File: src/rtl/pc_fetch_stage.sv
`default_nettype none
// ============================================================================
//  Module   : pc_fetch_stage
//  Purpose  : Instruction-fetch stage. Owns the PC, drives the instruction
//             memory address, loads IF/ID, and handles EX-stage redirects
//             (with squash, redirect counting and a sticky bad-target halt).
//  Revision : 1.0  initial release
// ============================================================================
module pc_fetch_stage #(
    parameter int              PC_W     = 9,
    parameter logic [PC_W-1:0] RESET_PC = '0,
    parameter logic [31:0]     NOP      = 32'h0000_0013
) (
    input  logic            clk,
    input  logic            reset,
    input  logic            stall,
    input  logic            pc_sel,
    input  logic [31:0]     br_pc,
    output logic [PC_W-1:0] imem_addr,
    input  logic [31:0]     imem_rdata,
    output logic [PC_W-1:0] ifid_pc,
    output logic [31:0]     ifid_instr,
    output logic            ifid_valid,
    output logic            flush_idex,
    output logic            fetch_err,
    output logic [15:0]     redirect_cnt
);

    localparam logic [0:0]      S_RUN     = 1'b0;
    localparam logic [0:0]      S_HALT    = 1'b1;
    localparam logic [PC_W-1:0] c_PC_STEP = PC_W'(4);
    localparam logic [15:0]     c_CNT_MAX = 16'hFFFF;

    logic [0:0]      r_state;
    logic [PC_W-1:0] r_pc;
    logic [PC_W-1:0] r_ifid_pc;
    logic [31:0]     r_ifid_instr;
    logic            r_ifid_valid;
    logic            r_fetch_err;
    logic [15:0]     r_redirect_cnt;

    logic [0:0]      w_state_nxt;
    logic [PC_W-1:0] w_pc_nxt;
    logic [PC_W-1:0] w_ifid_pc_nxt;
    logic [31:0]     w_ifid_instr_nxt;
    logic            w_ifid_valid_nxt;
    logic            w_fetch_err_nxt;
    logic [15:0]     w_redirect_cnt_nxt;
    logic            w_target_ok;

    // A target is usable only if word aligned and representable in PC_W bits.
    assign w_target_ok = (br_pc[1:0] == 2'b00) && ((br_pc >> PC_W) == 32'd0);

    always_ff @(posedge clk) begin
        if (reset) begin
            r_state <= S_RUN;
        end else begin
            r_state <= w_state_nxt;
        end
    end

    always_comb begin
        w_state_nxt        = r_state;
        w_pc_nxt           = r_pc;
        w_ifid_pc_nxt      = r_ifid_pc;
        w_ifid_instr_nxt   = r_ifid_instr;
        w_ifid_valid_nxt   = r_ifid_valid;
        w_fetch_err_nxt    = r_fetch_err;
        w_redirect_cnt_nxt = r_redirect_cnt;
        case (r_state)
            S_RUN: begin
                if (pc_sel) begin
                    // The IF slot is wrong-path whether or not the target is usable.
                    w_ifid_pc_nxt    = '0;
                    w_ifid_instr_nxt = NOP;
                    w_ifid_valid_nxt = 1'b0;
                    if (w_target_ok) begin
                        w_pc_nxt = br_pc[PC_W-1:0];
                        if (r_redirect_cnt != c_CNT_MAX) begin
                            w_redirect_cnt_nxt = r_redirect_cnt + 16'd1;
                        end
                    end else begin
                        w_fetch_err_nxt = 1'b1;
                        w_state_nxt     = S_HALT;
                    end
                end else if (!stall) begin
                    w_pc_nxt         = r_pc + c_PC_STEP;
                    w_ifid_pc_nxt    = r_pc;
                    w_ifid_instr_nxt = imem_rdata;
                    w_ifid_valid_nxt = 1'b1;
                end
            end
            S_HALT: begin
                w_ifid_instr_nxt = NOP;
                w_ifid_valid_nxt = 1'b0;
            end
            default: begin
                w_state_nxt = S_RUN;
            end
        endcase
    end

    always_ff @(posedge clk) begin
        if (reset) begin
            r_pc           <= RESET_PC;
            r_ifid_pc      <= '0;
            r_ifid_instr   <= NOP;
            r_ifid_valid   <= 1'b0;
            r_fetch_err    <= 1'b0;
            r_redirect_cnt <= '0;
        end else begin
            r_pc           <= w_pc_nxt;
            r_ifid_pc      <= w_ifid_pc_nxt;
            r_ifid_instr   <= w_ifid_instr_nxt;
            r_ifid_valid   <= w_ifid_valid_nxt;
            r_fetch_err    <= w_fetch_err_nxt;
            r_redirect_cnt <= w_redirect_cnt_nxt;
        end
    end

    assign imem_addr    = r_pc;
    assign flush_idex   = pc_sel;
    assign ifid_pc      = r_ifid_pc;
    assign ifid_instr   = r_ifid_instr;
    assign ifid_valid   = r_ifid_valid;
    assign fetch_err    = r_fetch_err;
    assign redirect_cnt = r_redirect_cnt;

endmodule
`default_nettype wire

File: config.mk
export PLATFORM = sky130hd
export DESIGN_NAME = pc_fetch_stage
export DESIGN_NICKNAME = d
export VERILOG_FILES = /design/src/rtl/pc_fetch_stage.sv
export SDC_FILE = /design/constraint.sdc
export NUM_CORES = 1
export LEC_CHECK = 0
export CAP_MARGIN = 10
export CORE_ASPECT_RATIO = 1.4
export CORE_MARGIN = 1.5
export CORE_UTILIZATION = 30
export CTS_BUF_LIST = sky130_fd_sc_hd__clkbuf_2 sky130_fd_sc_hd__clkbuf_4 sky130_fd_sc_hd__clkbuf_8
export DETAILED_ROUTE_END_ITERATION = 12
export GPL_TIMING_DRIVEN = 0
export PLACE_DENSITY = 0.68
export SYNTH_ARGS = -nofsm -noshare
export SYNTH_HDL_FRONTEND = slang
export SYNTH_SLANG_ARGS = --single-unit
File: constraint.sdc
create_clock -name clk -period 2.27 [get_ports clk]
set_input_delay 0.3405 -clock clk [delete_from_list [all_inputs] [get_ports clk]]
set_output_delay 0.3405 -clock clk [all_outputs]
set_load 0.03 [all_outputs]
**After elaboration in Yosys (flattened, before gate mapping)**

Cells that the tools add are included.

- Word-level logic and storage cells: 36
- Input bits: 68
- Output and inout bits: 69
- Flip-flop bits (word level): 69

- Mux-type cells: 14
- Bitwise gates (word level): 2
- Add/sub/neg operators: 2
- Eq/ne operators: 4
- Reduce and logical (&&, ||, !) cells: 7

Operators with widths:

| cell | number |
|---|---|
| 32-bit 2-to-1 mux | 2 |
| 32-bit case mux with 2 select lines | 1 |
| 9-bit 2-to-1 mux | 5 |
| 32-bit logical NOT | 1 |
| 16-bit by 1-bit adder with 16-bit output (second input constant) | 1 |
| 16-bit != test (second input constant) | 1 |
| 9-bit by 3-bit adder with 9-bit output (second input constant) | 1 |
| 3-bit AND reduction | 2 |
| 1-bit 2-to-1 mux | 5 |
| 2-bit by 1-bit != test with 1-bit output (second input constant) | 2 |
| 4-bit AND reduction | 1 |
| 3-bit != test (second input constant) | 1 |
| 2-bit logical NOT | 1 |
| 1-bit inverter | 2 |
| 1-bit case mux with 2 select lines | 1 |
| 2-bit AND reduction | 1 |
| 1-bit logical AND | 1 |

**Longest topological paths before layout**

- Depth in word-level cells: 5
- Depth in mapped cells: 7
- Depth with buffers taken out: 6

**Least setup slack after synthesis**

OpenSTA, ideal clock, no wires.

- Path type: reg2reg
- From: register r_redirect_cnt[0] (netlist: redirect_cnt[0])
- To: register r_redirect_cnt[5] (netlist: redirect_cnt[5])
- Cell stages (with the launch flop): 8
- Required time: 2149 ps
- Data arrival time: 1789 ps
- Period minus slack after synthesis: 1909 ps
- Library setup time: 121 ps
- Buffers on the path: 1
- Slack: 361 ps
- Cell sequence: dfxtp_1 -> ha_1 -> and3_1 -> nand4_1 -> nor2_1 -> buf_2 -> nor4_1 -> mux2_2

- Word-level cells in the longest chain between the ends: 2
- Elaborated cells on any way between the ends: 3
- Those cells by class: add/sub: 1; eq/ne: 1; reduce/logical: 1

RTL lines:

| element | RTL line | RTL |
|---|---|---|
| from (decl) | 40 | `logic [15:0] r_redirect_cnt;` |
| from (signal assigned) | 117 | `r_redirect_cnt <= w_redirect_cnt_nxt;` |
| parallel branches: the longest is 2 deep, another holds 16-bit by 1-bit adder with 16-bit output | - |  |

Several ways; the timed one is not identified.
A chain may end at the register's enable or synchronous reset.

**Worst setup path in the final report**

- From: input pc_sel
- To: register r_pc[6] (netlist: imem_addr[6])

- Word-level cells in the longest chain between the ends: 2
- Elaborated cells on any way between the ends: 4
- Those cells by class: eq/ne: 2; mux: 1; reduce/logical: 1

RTL lines:

| element | RTL line | RTL |
|---|---|---|
| from (decl) | 17 | `input logic pc_sel,` |
| 2-bit by 1-bit != test with 1-bit output (no line) | - |  |
| 3-bit AND reduction (no line) | - |  |
| to (signal assigned) | 112 | `r_pc <= w_pc_nxt;` |
| to (decl) | 35 | `logic [PC_W-1:0] r_pc;` |

Parallel ways exist; a longest one is shown, timed or not.

==> run_results.csv <==
group,metric,value,unit
sta,slew_headroom,0.535,
placement,portBuffers,136,
floorplanning,dieArea,10300,µm²
grt,grt_pass1_wl,13.2,mm
worst_setup_path,startpoint,"pc_sel",
pwr,pwr-share-seq,0.492,
final_layout,n_antenna_cell,0,
pwr,p_int,0.00193,W
floorplanning,start_util,0.308,
clock_tree,cts_made_buffers,9,
clock_tree,clk_latency,0.34,ns
worst_setup_path,r2r-start,"redirect_cnt[0]",
grt,grt_overflow_total,0,
clock_tree,cts-root-buf,"clkbuf_8",
worst_hold_path,hp-start,"ifid_valid",
final_layout,drive_gt1_frac,0.0832,
route,dr_wl_met3,571,µm
sta,worstMarginPinSlew,0.693,ns
worst_hold_path,hold_class,"flop to flop",
clock_tree,cts_hold_buf,0,
floorplanning,die_y,120,µm
final_layout,fin_nets,534,
route,highest-signal-layer,"met4",
worst_setup_path,critPathArrivalTime,2.39,ns
route,drt_iter0_markers,62,
route,routed_wirelength,8.10,mm
route,route.detailed.drc,0,
sta,clock.fmax,0.470,GHz
route,vias_per_cell,5.04,
sta,hold_violations,0,
sta,min_period,2.13,ns
synth,synth_area,2910,µm²
grt,grt_antenna_before_repair,0,
worst_setup_path,critPathMaxFanout,10,
route,m1WireLength,3.22,mm
worst_setup_path,cp-start-kind,"primary input",
route,dr.pass1.iters,4,
route,vias,2917,
final_layout,final_common_cell,"clkdlybuf4s50_1",
pwr,p_leak,1.68,nW
floorplanning,core_area,9460,µm²
synth,ys.flop_type,"dfxtp_1",
pwr,combPwrFrac,0.138,
route,route.met2.wl,4.18,mm
floorplanning,io_pins,137,
clock_tree,cts_tree,"done",
pwr,power,0.00254,W
sta,drv_slew,0,
clock_tree,cts_setup_buffers,0,
clock_tree,cts_sinks,69,
sta,period_share,0.937,
pwr,p_clk_frac,0.369,
clock_tree,cts_buffer_depth,2,
pwr,netSwitchingPower,0.000609,W
clock_tree,cts.clk_slew.worst_paths,0.07,ns
synth,synth_cells,317,
synth,synth_seq_cells,69,
worst_setup_path,crit_path_end_kind,"flop",
synth,yosys_warnings,0,
sta,rsz0062_at_grt,"no",
floorplanning,std_cell_rows,42,
synth,synth_area_leaders,"dfxtp_1 47%, mux2i_1 10%, nor2_1 7.1%, a21oi_1 4.1%, a22oi_1 3.1%",
synth,synth_edf_count,0,
sta,finClkSkew,0.00676,ns
synth,synth_area_per_cell,9.19,µm²
sta,setup_viol_count_final,0,
pwr,peakVddDrop,0.247,mV
synth,synthArstFlopShare,0,
pwr,swShare,0.240,
route,drtAntennaViolNets,0,
grt,grt_max_degree,11,
final_layout,area_growth,57.9,%
synth,ys_seq_area_frac,0.474,
grt,grt_pass1_vias,2863,
grt,grt_usage,0.161,
synth,ys_types,39,
clock_tree,cts_resized,0,
job,maxCapViolCount,0,
sta,fin_tns_setup,0,ns
pwr,power-per-cell-area,553,nW/µm²
synth,yosysTopAreaCellShare,0.474,
route,avgRoutedWirePerCell,14.0,µm
worst_setup_path,crit_required,2.54,ns
worst_setup_path,path_class,"primary input to flop",
placement,dpl.hpwl,6.22,mm
synth,yosys.area.top_type,"dfxtp_1",
outcome,status,"finished, final reports clean",
final_layout,final_cell_mix,"136 x clkdlybuf4s50_1, 69 x dfxtp_1, 55 x nor2_1, 30 x mux2i_1, 24 x a21oi_1",
placement,gp_congestion,0.787,
synth,syn_nets,387,
floorplanning,die_w,86.3,µm
clock_tree,cts.htree.levels,3,
## path summary, 6_finish.rpt
kind,to,slack [ns],depth (start not counted)
max,imem_addr[6],0.14,6
min,ifid_valid,0.45,2
max reg2reg,redirect_cnt[10],0.23,6
min reg2reg,ifid_valid,0.45,2
## cell families (layout without fill, tap and decap cells)
logic type	count (synthesis)	after routing	synth area share
buffers and inverters	24	176	0.0352
adder cells (fa/ha/maj)	2	2	0.00859
flip-flops	69	69	0.474
XOR/XNOR	1	1	0.00301
AND/OR/NAND/NOR	123	123	0.232
multiplexers	32	32	0.111
AO/OA/AOI/OAI	66	66	0.136
## power groups by stage
stage / logic, W / registers, W / clock network, W
2_1_floorplan: 0.000113 / 0.00132 / 0
3_3_place_gp: 0.000349 / 0.00128 / 0
3_5_place_dp: 0.000354 / 0.00128 / 0
4_1_cts: 0.000356 / 0.00125 / 0.000971
5_1_grt: 0.000378 / 0.00125 / 0.00103
6_report: 0.000352 / 0.00125 / 0.000939
## metrics by stage
stage	setup WS [ns]	instance area, µm²	instances	utilization	hold WS, ns
CTS	0.135	4600	579	0.486	0.454
floorplan	0.361	2910	317	-	0.484
detailed placement	-0.223	4410	563	0.466	0.444
finish	0.143	4600	579	0.486	0.450
global placement	-0.140	4410	563	0.466	0.436
global route	0.0226	4600	579	0.486	0.482
## critical path, cell delays in order
cell and delay [ns]:
clkdlybuf4s50_1 0.52, nor3_2 0.64, a21oi_1 0.21, buf_2 0.24, or2_2 0.31, a21oi_1 0.13
## registers in the layout, summed over array words and instances, names as in the netlist
name / count
r_state: 1
ifid_instr: 32
redirect_cnt: 16
fetch_err: 1
ifid_pc: 9
imem_addr: 9
ifid_valid: 1
## layout make-up
| class | instances | area, µm² |
|---|---|---|
| Buffer | 19 | 83.8 |
| Clock buffer | 15 | 181 |
| Clock inverter | 1 | 5.00 |
| Fill cell | 950 | 4860 |
| Inverter | 5 | 18.8 |
| Multi-Input combinational cell | 224 | 1430 |
| Sequential cell | 69 | 1380 |
| Tap cell | 110 | 138 |
| Timing Repair Buffer | 136 | 1360 |
## synthesized netlist by cell type, types with 3 or more instances
cell type / instances
dfxtp_1: 69
nor2_1: 55
mux2i_1: 30
a21oi_1: 24
o21ai_0: 17
a22oi_1: 12
clkbuf_1: 10
or3_1: 10
nand2_1: 8
nand4_1: 8
buf_2: 7
nand3_1: 7
inv_1: 5
nor4_2: 5
a211o_1: 4
nor2b_1: 4
o31ai_1: 4
or4_1: 4
a21o_1: 3
and3_1: 3
nor4_1: 3
or2_2: 3
## per-layer routing
metal | vias to the layer above | GRT usage
li1 | 1439 | -
met1 | 1361 | 0.172
met2 | 109 | 0.293
met3 | 8 | 0.0406
met4 | 0 | 0.0706
met5 | - | 0
No activity file was read; power rests on OpenSTA's default activity.
